$ cat config.mk
export PLATFORM = sky130hd
export DESIGN_NAME = matrix_ram_pipe_flat
export DESIGN_NICKNAME = d
export VERILOG_FILES = /design/src/rtl/matrix_ram_pipe_if.sv /design/src/rtl/matrix_ram_pipe.sv /design/src/flat_wrapper.sv
export SDC_FILE = /design/constraint.sdc
export NUM_CORES = 2
export LEC_CHECK = 0
export CORE_ASPECT_RATIO = 0.8
export CORE_MARGIN = 4
export CORE_UTILIZATION = 55
export DETAILED_ROUTE_END_ITERATION = 8
export GPL_ROUTABILITY_DRIVEN = 0
export PLACE_DENSITY = 0.77
export SYNTH_ARGS = -nofsm -noshare
export SYNTH_HDL_FRONTEND = slang
export SYNTH_SLANG_ARGS = --single-unit
export TNS_END_PERCENT = 10
$ cat constraint.sdc
create_clock -name clk -period 6.9 [get_ports clk]
set_clock_uncertainty 0.2 [all_clocks]
set_input_delay 1.38 -clock clk [delete_from_list [all_inputs] [get_ports clk]]
set_output_delay 1.38 -clock clk [all_outputs]
set_load 0.01 [all_outputs]
$ cat src/rtl/matrix_ram_pipe_if.sv
// matrix_ram_pipe_if: bus bundle for matrix_ram_pipe.
//   clr/busy        : zero-fill request / sweep in progress
//   we/bea/dina/addra/wr_err : write port with byte enables and drop pulse
//   re/addrb/doutb/doutb_vld : read request and latency-tagged read stream
// master drives requests; slave is the RAM.
interface matrix_ram_pipe_if #(
  parameter int DATA_WIDTH = 64,
  parameter int ADNW       = 6
);
  logic                    clr;
  logic                    busy;
  logic                    we;
  logic [DATA_WIDTH/8-1:0] bea;
  logic [DATA_WIDTH-1:0]   dina;
  logic [ADNW-1:0]         addra;
  logic                    wr_err;
  logic                    re;
  logic [ADNW-1:0]         addrb;
  logic [DATA_WIDTH-1:0]   doutb;
  logic                    doutb_vld;

  modport master (
    output clr, we, bea, dina, addra, re, addrb,
    input  busy, wr_err, doutb, doutb_vld
  );

  modport slave (
    input  clr, we, bea, dina, addra, re, addrb,
    output busy, wr_err, doutb, doutb_vld
  );
endinterface

$ cat src/rtl/matrix_ram_pipe.sv
// matrix_ram_pipe: simple-dual-port distributed RAM with byte-enable writes,
// a RD_LATENCY-deep read pipeline with valid strobe, a zero-fill sweep after
// reset or on clr, defined read-during-write behaviour and range checking.
// Ports:
//   clk  : clock, rising edge
//   rst  : asynchronous active-high reset (starts a zero-fill sweep)
//   bus  : matrix_ram_pipe_if.slave (clr, busy, write port, read port)
module matrix_ram_pipe #(
  parameter int DATA_WIDTH     = 64,
  parameter int ADDR_NUM       = 32,
  parameter int ADNW           = 6,
  parameter int RD_LATENCY     = 2,
  parameter int COLLISION_MODE = 0
) (
  input  logic             clk,
  input  logic             rst,
  matrix_ram_pipe_if.slave bus
);

  localparam int NBE = DATA_WIDTH / 8;
  localparam int AW  = (ADDR_NUM > 1) ? $clog2(ADDR_NUM) : 1;
  localparam logic [ADNW:0] ADDR_LIM  = (ADNW + 1)'(ADDR_NUM);
  localparam logic [AW-1:0] LAST_ADDR = AW'(ADDR_NUM - 1);

  typedef enum logic {CLEAR, IDLE} state_t;

  state_t          state, state_nxt;
  logic [AW-1:0]   sweep_addr, sweep_addr_nxt;
  logic            busy;

  logic [DATA_WIDTH-1:0] mem [ADDR_NUM];

  logic                  wa_ok, ra_ok, wr_en, rd_en;
  logic [AW-1:0]         wa, ra;
  logic [DATA_WIDTH-1:0] wr_word, rd_word;

  logic [RD_LATENCY-1:0] vld;
  logic [DATA_WIDTH-1:0] pdat [RD_LATENCY];
  logic                  wr_err;

  // ---------------- sweep FSM ----------------
  always_ff @(posedge clk or posedge rst) begin
    if (rst) begin
      state      <= CLEAR;
      sweep_addr <= '0;
    end else begin
      state      <= state_nxt;
      sweep_addr <= sweep_addr_nxt;
    end
  end

  always_comb begin
    state_nxt      = state;
    sweep_addr_nxt = sweep_addr;
    busy           = 1'b0;
    case (state)
      CLEAR: begin
        busy = 1'b1;
        if (sweep_addr == LAST_ADDR) begin
          state_nxt      = IDLE;
          sweep_addr_nxt = '0;
        end else begin
          sweep_addr_nxt = sweep_addr + 1'b1;
        end
      end
      IDLE: begin
        if (bus.clr) begin
          state_nxt      = CLEAR;
          sweep_addr_nxt = '0;
        end
      end
    endcase
  end

  assign bus.busy = busy;

  // ---------------- address decode ----------------
  assign wa_ok = {1'b0, bus.addra} < ADDR_LIM;
  assign ra_ok = {1'b0, bus.addrb} < ADDR_LIM;
  assign wa    = bus.addra[AW-1:0];
  assign ra    = bus.addrb[AW-1:0];
  assign wr_en = bus.we && wa_ok && !busy;
  assign rd_en = bus.re && !busy;

  // Byte-merged post-write word; also the write-first collision result.
  always_comb begin
    wr_word = mem[wa];
    for (int unsigned i = 0; i < NBE; i++) begin
      if (bus.bea[i]) wr_word[8*i +: 8] = bus.dina[8*i +: 8];
    end
  end

  // ---------------- storage (no reset; defined by the sweep) ----------------
  always_ff @(posedge clk) begin
    if (busy) begin
      mem[sweep_addr] <= '0;
    end else if (wr_en) begin
      mem[wa] <= wr_word;
    end
  end

  // Out-of-range reads yield zero; a same-address write either is ignored
  // (old data) or forwarded from the merge logic (new data).
  always_comb begin
    rd_word = '0;
    if (ra_ok) begin
      if (COLLISION_MODE == 1 && wr_en && bus.addra == bus.addrb) begin
        rd_word = wr_word;
      end else begin
        rd_word = mem[ra];
      end
    end
  end

  // ---------------- read pipeline ----------------
  // Data stages only load behind a valid, so doutb holds between reads.
  always_ff @(posedge clk or posedge rst) begin
    if (rst) begin
      vld <= '0;
      for (int unsigned k = 0; k < RD_LATENCY; k++) pdat[k] <= '0;
    end else begin
      vld[0] <= rd_en;
      if (rd_en) pdat[0] <= rd_word;
      for (int unsigned k = 1; k < RD_LATENCY; k++) begin
        vld[k] <= vld[k-1];
        if (vld[k-1]) pdat[k] <= pdat[k-1];
      end
    end
  end

  assign bus.doutb     = pdat[RD_LATENCY-1];
  assign bus.doutb_vld = vld[RD_LATENCY-1];

  // ---------------- dropped-write pulse ----------------
  always_ff @(posedge clk or posedge rst) begin
    if (rst) begin
      wr_err <= 1'b0;
    end else begin
      wr_err <= bus.we && (!wa_ok || busy);
    end
  end

  assign bus.wr_err = wr_err;

endmodule

$ cat src/flat_wrapper.sv
// flat-port wrapper written by rule: the top's interface ports become plain ports
module matrix_ram_pipe_flat 
#(
  parameter int DATA_WIDTH     = 64,
  parameter int ADDR_NUM       = 32,
  parameter int ADNW           = 6,
  parameter int RD_LATENCY     = 2,
  parameter int COLLISION_MODE = 0
)
  (clk, rst, bus_clr, bus_we, bus_bea, bus_dina, bus_addra, bus_re, bus_addrb, bus_busy, bus_wr_err, bus_doutb, bus_doutb_vld);
  matrix_ram_pipe_if #(.DATA_WIDTH(DATA_WIDTH), .ADNW(ADNW)) bus_i ();
  input  logic clk;
  input  logic rst;
  input wire logic [$bits(bus_i.clr)-1:0] bus_clr;
  input wire logic [$bits(bus_i.we)-1:0] bus_we;
  input wire logic [$bits(bus_i.bea)-1:0] bus_bea;
  input wire logic [$bits(bus_i.dina)-1:0] bus_dina;
  input wire logic [$bits(bus_i.addra)-1:0] bus_addra;
  input wire logic [$bits(bus_i.re)-1:0] bus_re;
  input wire logic [$bits(bus_i.addrb)-1:0] bus_addrb;
  output wire logic [$bits(bus_i.busy)-1:0] bus_busy;
  output wire logic [$bits(bus_i.wr_err)-1:0] bus_wr_err;
  output wire logic [$bits(bus_i.doutb)-1:0] bus_doutb;
  output wire logic [$bits(bus_i.doutb_vld)-1:0] bus_doutb_vld;
  assign bus_i.clr = bus_clr;
  assign bus_i.we = bus_we;
  assign bus_i.bea = bus_bea;
  assign bus_i.dina = bus_dina;
  assign bus_i.addra = bus_addra;
  assign bus_i.re = bus_re;
  assign bus_i.addrb = bus_addrb;
  assign bus_busy = bus_i.busy;
  assign bus_wr_err = bus_i.wr_err;
  assign bus_doutb = bus_i.doutb;
  assign bus_doutb_vld = bus_i.doutb_vld;
  matrix_ram_pipe #(.DATA_WIDTH(DATA_WIDTH), .ADDR_NUM(ADDR_NUM), .ADNW(ADNW), .RD_LATENCY(RD_LATENCY), .COLLISION_MODE(COLLISION_MODE)) u_core (.clk(clk), .rst(rst), .bus(bus_i));
endmodule
Word-level counts from Yosys, hierarchy flattened
Memories as Yosys holds them, arrays and structs flattened.
Cells that the tools add are included.
Widths: inputs -> output; s select.
- $add $sub $neg: 1
- magnitude comparators: 2
- eq/ne operators: 10
- multiplexer cells: 22
- bitwise gates (word level): 1
- reduce and logical (&&, ||, !) cells: 15
- operators with widths (cell ; number):
    $mux 64 ; 2
    $mux 8 ; 9
    $reduce_or 64->1 ; 1
    $reduce_and 2->1 ; 8
    $mux 5 ; 3
    $lt 6x6->1 const B ; 2
    $pmux 5 s2 ; 1
    $ne 1x1->1 const B ; 8
    $mux 1 ; 6
    $add 5x1->5 const B ; 1
    $eq 5x5->1 const B ; 1
    $logic_and 1x1->1 ; 4
    $ne 2x2->1 const B ; 1
    $pmux 1 s2 ; 1
    $logic_not 1->1 ; 1
    $logic_or 1x1->1 ; 1
    $not 1->1 ; 1
- register bits after elaboration: 137
- RAM bits: 2048
- output and inout port bits: 67
- memories: 1
- memory list (name ; words ; bits a word ; read ports ; clocked after memory_dff ; wr ports ; RTL line ; text):
    u_core.mem ; 32 ; 64 ; 1 ; 0 ; 1 ; matrix_ram_pipe.sv:31 ; logic [DATA_WIDTH-1:0] mem [ADDR_NUM];

Longest topological paths before layout
- word-level depth: 9
- mapped depth: 9

Worst setup path before layout
Ideal clock, no wire load.
- path type: input -> register
- start point: in bus_bea[4]
- end point: mem u_core.mem[27][40] (enable)
- setup time: 370 ps
- arrival: 3666 ps
- required time: 6330 ps
- slack: 2664 ps
- stages: 7
- path buffers: 2
- cell sequence: or4_4 o211a_4 buf_12 mux2_2 nand4_1 buf_2 nor2_1
- word-level cells in the longest chain between the ends: 4
- elaborated cells between the ends (all ways): 5
- RTL lines (item ; RTL line ; text):
    start: declaration ; flat_wrapper.sv:16 ; input wire logic [$bits(bus_i.bea)-1:0] bus_bea;
    $ne 1x1->1 (no line) * ; n/a ;
    $reduce_and 2->1 (no line) * ; n/a ;
    $reduce_or 64->1 (no line) * ; n/a ;
    $mux 5 (no line) or $mux 8 (tied branches) ; n/a ;
    end: declaration ; matrix_ram_pipe.sv:31 ;
Mark *: on every way between the ends. The rest lies on a longest branch, timed or not.

Worst setup path in the final report
- start point: in bus_bea[0]
- end point: mem u_core.mem[19][3] (enable)
- word-level cells in the longest chain between the ends: 4
- elaborated cells between the ends (all ways): 5
- RTL lines (item):
    $ne 1x1->1 (no line) *
    $reduce_and 2->1 (no line) *
    $reduce_or 64->1 (no line)
    $mux 5 (no line) or $mux 8 (tied branches)
Marked as above.

==> flow_summary.json <==
{
  "outcome": "complete, no violations",
  "number_of_antenna_violations_at_the_first_check_in_global_routing": 4,
  "max_clock_freq_ghz": 0.192,
  "period_share_pct": 75.3,
  "postLayoutCellArea_um2": 95700,
  "synth_top_area_share_pct": 71.7,
  "required_ns": 7.14,
  "cts_hold_repair.buffers": 0,
  "dpl-instance-area_um2": 89100,
  "timing.reg2reg.worst_path_depth": 4,
  "clkLatencyLatePin_ns": 0.83,
  "post_synth_num_cell_types": 45,
  "average_detailed_routed_wire_length_per_instance_um": 30.9,
  "cp_data_arrival_time_ns": 5.43,
  "floorplan.die_area_um2": 162000,
  "timing.hold.worst.start": "u_core.pdat[125]$_DFFE_PP0P_",
  "num-nets-final": 4521,
  "report.final.hold_viol_count": 0,
  "via_count": 42900,
  "met3WireLength_um": 21500,
  "global_route_wire_length_before_repair_um": 299000,
  "drt_iter0_drc": 5644,
  "static-leakage-power_nw": 32.3,
  "synthesis.yosys.warnings": 0,
  "route.detailed.drc": 0,
  "place_hpwl_um": 123000,
  "tritoncts.num_buffers": 198,
  "period_needed_ns": 5.20,
  "top_level_ports": 156,
  "cp_max_fo": 21,
  "drt-pass1-iter-count": 6,
  "vias_per_cell": 6.47,
  "grt_usage_pct": 25.2,
  "synth_simple_gate_area_share_pct": 3.42,
  "synth-seq-cells": 2185,
  "slew_violations": 0,
  "syn-cell-area_um2": 85700,
  "rsz_0062_raised_after_global_routing": "no",
  "synth_compound_area_share_pct": 2.35,
  "clock-root-buffer": "sky130_fd_sc_hd__clkbuf_16",
  "tritoncts": "built",
  "design.core.area_um2": 155000,
  "dp_cells": 6260,
  "cts_resized": 0,
  "worstMarginPinSlew_ns": 1.33,
  "synthesis.nets": 4380,
  "postSynthAreaPerCell_um2": 20.0,
  "start_kind": "input port",
  "drv.max_cap_violation_count": 0,
  "pin_count_of_the_biggest_net_entering_global_routing": 108,
  "peakVddDrop_mv": 0.278,
  "worst_hold_path.num_cells": 2,
  "timing.setup.critical_path_class": "in2reg",
  "synth_top_family_by_area": "multiplexers",
  "initial_utilization_pct": 55.4,
  "cp_cell_sequence": "clkdlybuf4s50_1, or4_1, o211a_4, mux2i_4, nand4_4, nor2_1",
  "layout-area-overhead-vs-synth_pct": 11.6,
  "ys_top_cells_by_area": "sky130_fd_sc_hd__edfxtp_1, sky130_fd_sc_hd__mux4_2, sky130_fd_sc_hd__dfrtp_1",
  "grt-ovfl-total": 0,
  "critPathSlowestCell": "sky130_fd_sc_hd__nor2_1",
  "sequential_group_share_of_total_power_pct": 51.8,
  "worst_setup_hold_path_clk_slew_ns": 0.06,
  "grt_pass1_vias": 42800,
  "cts-htree-levels": 4,
  "p_switching_w": 0.00859,
  "pwr-share-comb_pct": 14.3,
  "number_of_nets_still_failing_antenna_checks_after_routing": 0,
  "fin_setup_tns_ns": 0,
  "fp-row-count": 129,
  "p_int_w": 0.0241,
  "postSynth.asyncResetShare_pct": 6.27,
  "clk_path_buf_depth": 3,
  "finalPower_w": 0.0326,
  "max_stage_delay_ns": 0.94,
  "maxUsedRoutingLayer": "met5",
  "sw_frac_of_total_pct": 26.3,
  "seq_area_frac_synth_pct": 75.7,
  "xor_xnor_share_of_the_synthesized_area_pct": 0,
  "timing.hold.worst_endpoint": "u_core.pdat[125]$_DFFE_PP0P_",
  "setup_bufs_post_cts": 0,
  "timing.hold.worst.class": "reg2reg",
  "timing.rr.start": "u_core.state$_DFF_PP0_",
  "clock-sinks": 2185,
  "number_of_synthesized_flops_with_an_enable_pin": 2048,
  "hold_ws_ns": 0.280,
  "final-setup-viol-count": 0,
  "total_length_of_routed_wires_um": 205000,
  "post_synth_fa_ha_maj_area_fraction_pct": 0.0292,
  "rrSetupSlack_ns": 2.84,
  "met2RoutedLength_um": 97000,
  "power_density_nw_per_um2": 341,
  "die_x_um": 449,
  "worst_r2r_endpoint": "u_core.mem[19][3]$_DFFE_PP_",
  "numPortBuffers": 155,
  "final_layout_size_suffix_gt1_share_pct": 24.3,
  "postSynth.topFlopCell": "sky130_fd_sc_hd__edfxtp_1",
  "timing.slew.headroom_pct": 11.3,
  "instances_no_fill": 6636,
  "clock_power_share_pct": 33.9,
  "wl_met1_um": 78200,
  "synth_cells": 4289,
  "setup.worst_path.end_class": "register",
  "synth.area.mux_share_pct": 16.5,
  "die_height_um": 361,
  "synth_area_leader_cell": "sky130_fd_sc_hd__edfxtp_1"
}
-- synthesized netlist by cell type (14+ instances only) --
library cell and count:
sky130_fd_sc_hd__o22ai_1 124, sky130_fd_sc_hd__edfxtp_1 2048, sky130_fd_sc_hd__and2_1 65, sky130_fd_sc_hd__buf_1 39
sky130_fd_sc_hd__clkbuf_1 124, sky130_fd_sc_hd__nor2_1 227, sky130_fd_sc_hd__nor2b_1 25, sky130_fd_sc_hd__o311ai_0 58
sky130_fd_sc_hd__mux4_2 405, sky130_fd_sc_hd__mux2_2 193, sky130_fd_sc_hd__nand2_1 173, sky130_fd_sc_hd__nand4_4 15
sky130_fd_sc_hd__o21ai_0 104, sky130_fd_sc_hd__mux2i_1 278, sky130_fd_sc_hd__dfrtp_1 137, sky130_fd_sc_hd__buf_4 65
sky130_fd_sc_hd__buf_6 14, sky130_fd_sc_hd__buf_2 72, sky130_fd_sc_hd__nor2_2 72
-- placed cells by master (no fill, tap or decap), types with 124 or more instances in the layout --
| cell | count |
|---|---|
| sky130_fd_sc_hd__edfxtp_1 | 2048 |
| sky130_fd_sc_hd__clkbuf_16 | 203 |
| sky130_fd_sc_hd__dfrtp_1 | 136 |
| sky130_fd_sc_hd__nand2_1 | 169 |
| sky130_fd_sc_hd__mux4_2 | 405 |
| sky130_fd_sc_hd__mux2i_1 | 278 |
| sky130_fd_sc_hd__mux2_2 | 193 |
| sky130_fd_sc_hd__nor2_1 | 224 |
| sky130_fd_sc_hd__clkdlybuf4s50_1 | 152 |
| sky130_fd_sc_hd__o22ai_1 | 124 |
-- critical path: cells and delay by family --
family                 cells  cell delay [ns]
AND/OR/NAND/NOR            3             2.53
multiplexers               1             0.60
buffers and inverters      1             0.42
AO/OA/AOI/OAI              1             0.46
-- cell families (layout without fill, tap and decap cells) --
family | Yosys count | count (layout)
fa+ha+maj | 2 | 2
flops | 2185 | 2185
compound gates | 310 | 310
buf+inv | 319 | 632
simple gates | 592 | 592
mux | 881 | 881
other cells | 0 | 4
-- through the flow --
step	utilization [%]	setup WS [ns]
global route	61.8	1.72
global placement	57.6	1.01
floorplan	-	1.65
CTS	61.8	1.86
detailed placement	57.6	0.987
finish	61.8	1.70
-- cell type report --
| class | count | area (um^2) |
|---|---|---|
| Multi-Input combinational cell | 1785 | 19200 |
| Timing Repair Buffer | 256 | 2440 |
| Clock inverter | 119 | 1160 |
| Fill cell | 10300 | 59100 |
| Inverter | 4 | 22.5 |
| Antenna cell | 4 | 10.0 |
| Tap cell | 2030 | 2540 |
| Clock buffer | 253 | 5400 |
| Sequential cell | 2185 | 64900 |
-- routing by layer --
metal | GRT usage [%] | vias to the layer above
li1 | - | 17600
met1 | 35.4 | 22400
met2 | 38.7 | 2596
met3 | 6.00 | 357
met4 | 10.1 | 2
met5 | 0 | -
-- sequential cells by signal, summed over array words and instances, names as in the netlist --
register and count:
u_core.mem 2048, u_core.bus.doutb 64, u_core.pdat 64, u_core.vld 2, u_core.bus.wr_err 1, u_core.sweep_addr 5, u_core.state 1
-- power groups by stage --
stage / registers (W) / clock network (W) / logic (W)
2_1_floorplan: 0.0168 / 0 / 0.00307
3_3_place_gp: 0.0171 / 0 / 0.00449
3_5_place_dp: 0.0172 / 0 / 0.00463
4_1_cts: 0.0169 / 0.0111 / 0.00466
5_1_grt: 0.0170 / 0.0118 / 0.00494
6_report: 0.0169 / 0.0111 / 0.00467
-- worst max path at each step --
| stage | end | depth (start not counted) | start | slack [ns] |
|---|---|---|---|---|
| 2_1_floorplan | u_core.bus.doutb[0]$_DFFE_PP0P_ | 1 | rst | 1.65 |
| 3_3_place_gp | u_core.mem[19][21]$_DFFE_PP_ | 6 | bus_bea[0] | 1.01 |
| 3_5_place_dp | u_core.mem[19][14]$_DFFE_PP_ | 6 | bus_bea[0] | 0.99 |
| 4_1_cts | u_core.mem[19][19]$_DFFE_PP_ | 6 | bus_bea[0] | 1.86 |
| 5_1_grt | u_core.mem[7][59]$_DFFE_PP_ | 6 | bus_bea[0] | 1.72 |
| 6_report | u_core.mem[19][3]$_DFFE_PP_ | 6 | bus_bea[0] | 1.70 |
No activity file was read; power rests on OpenSTA's default activity.
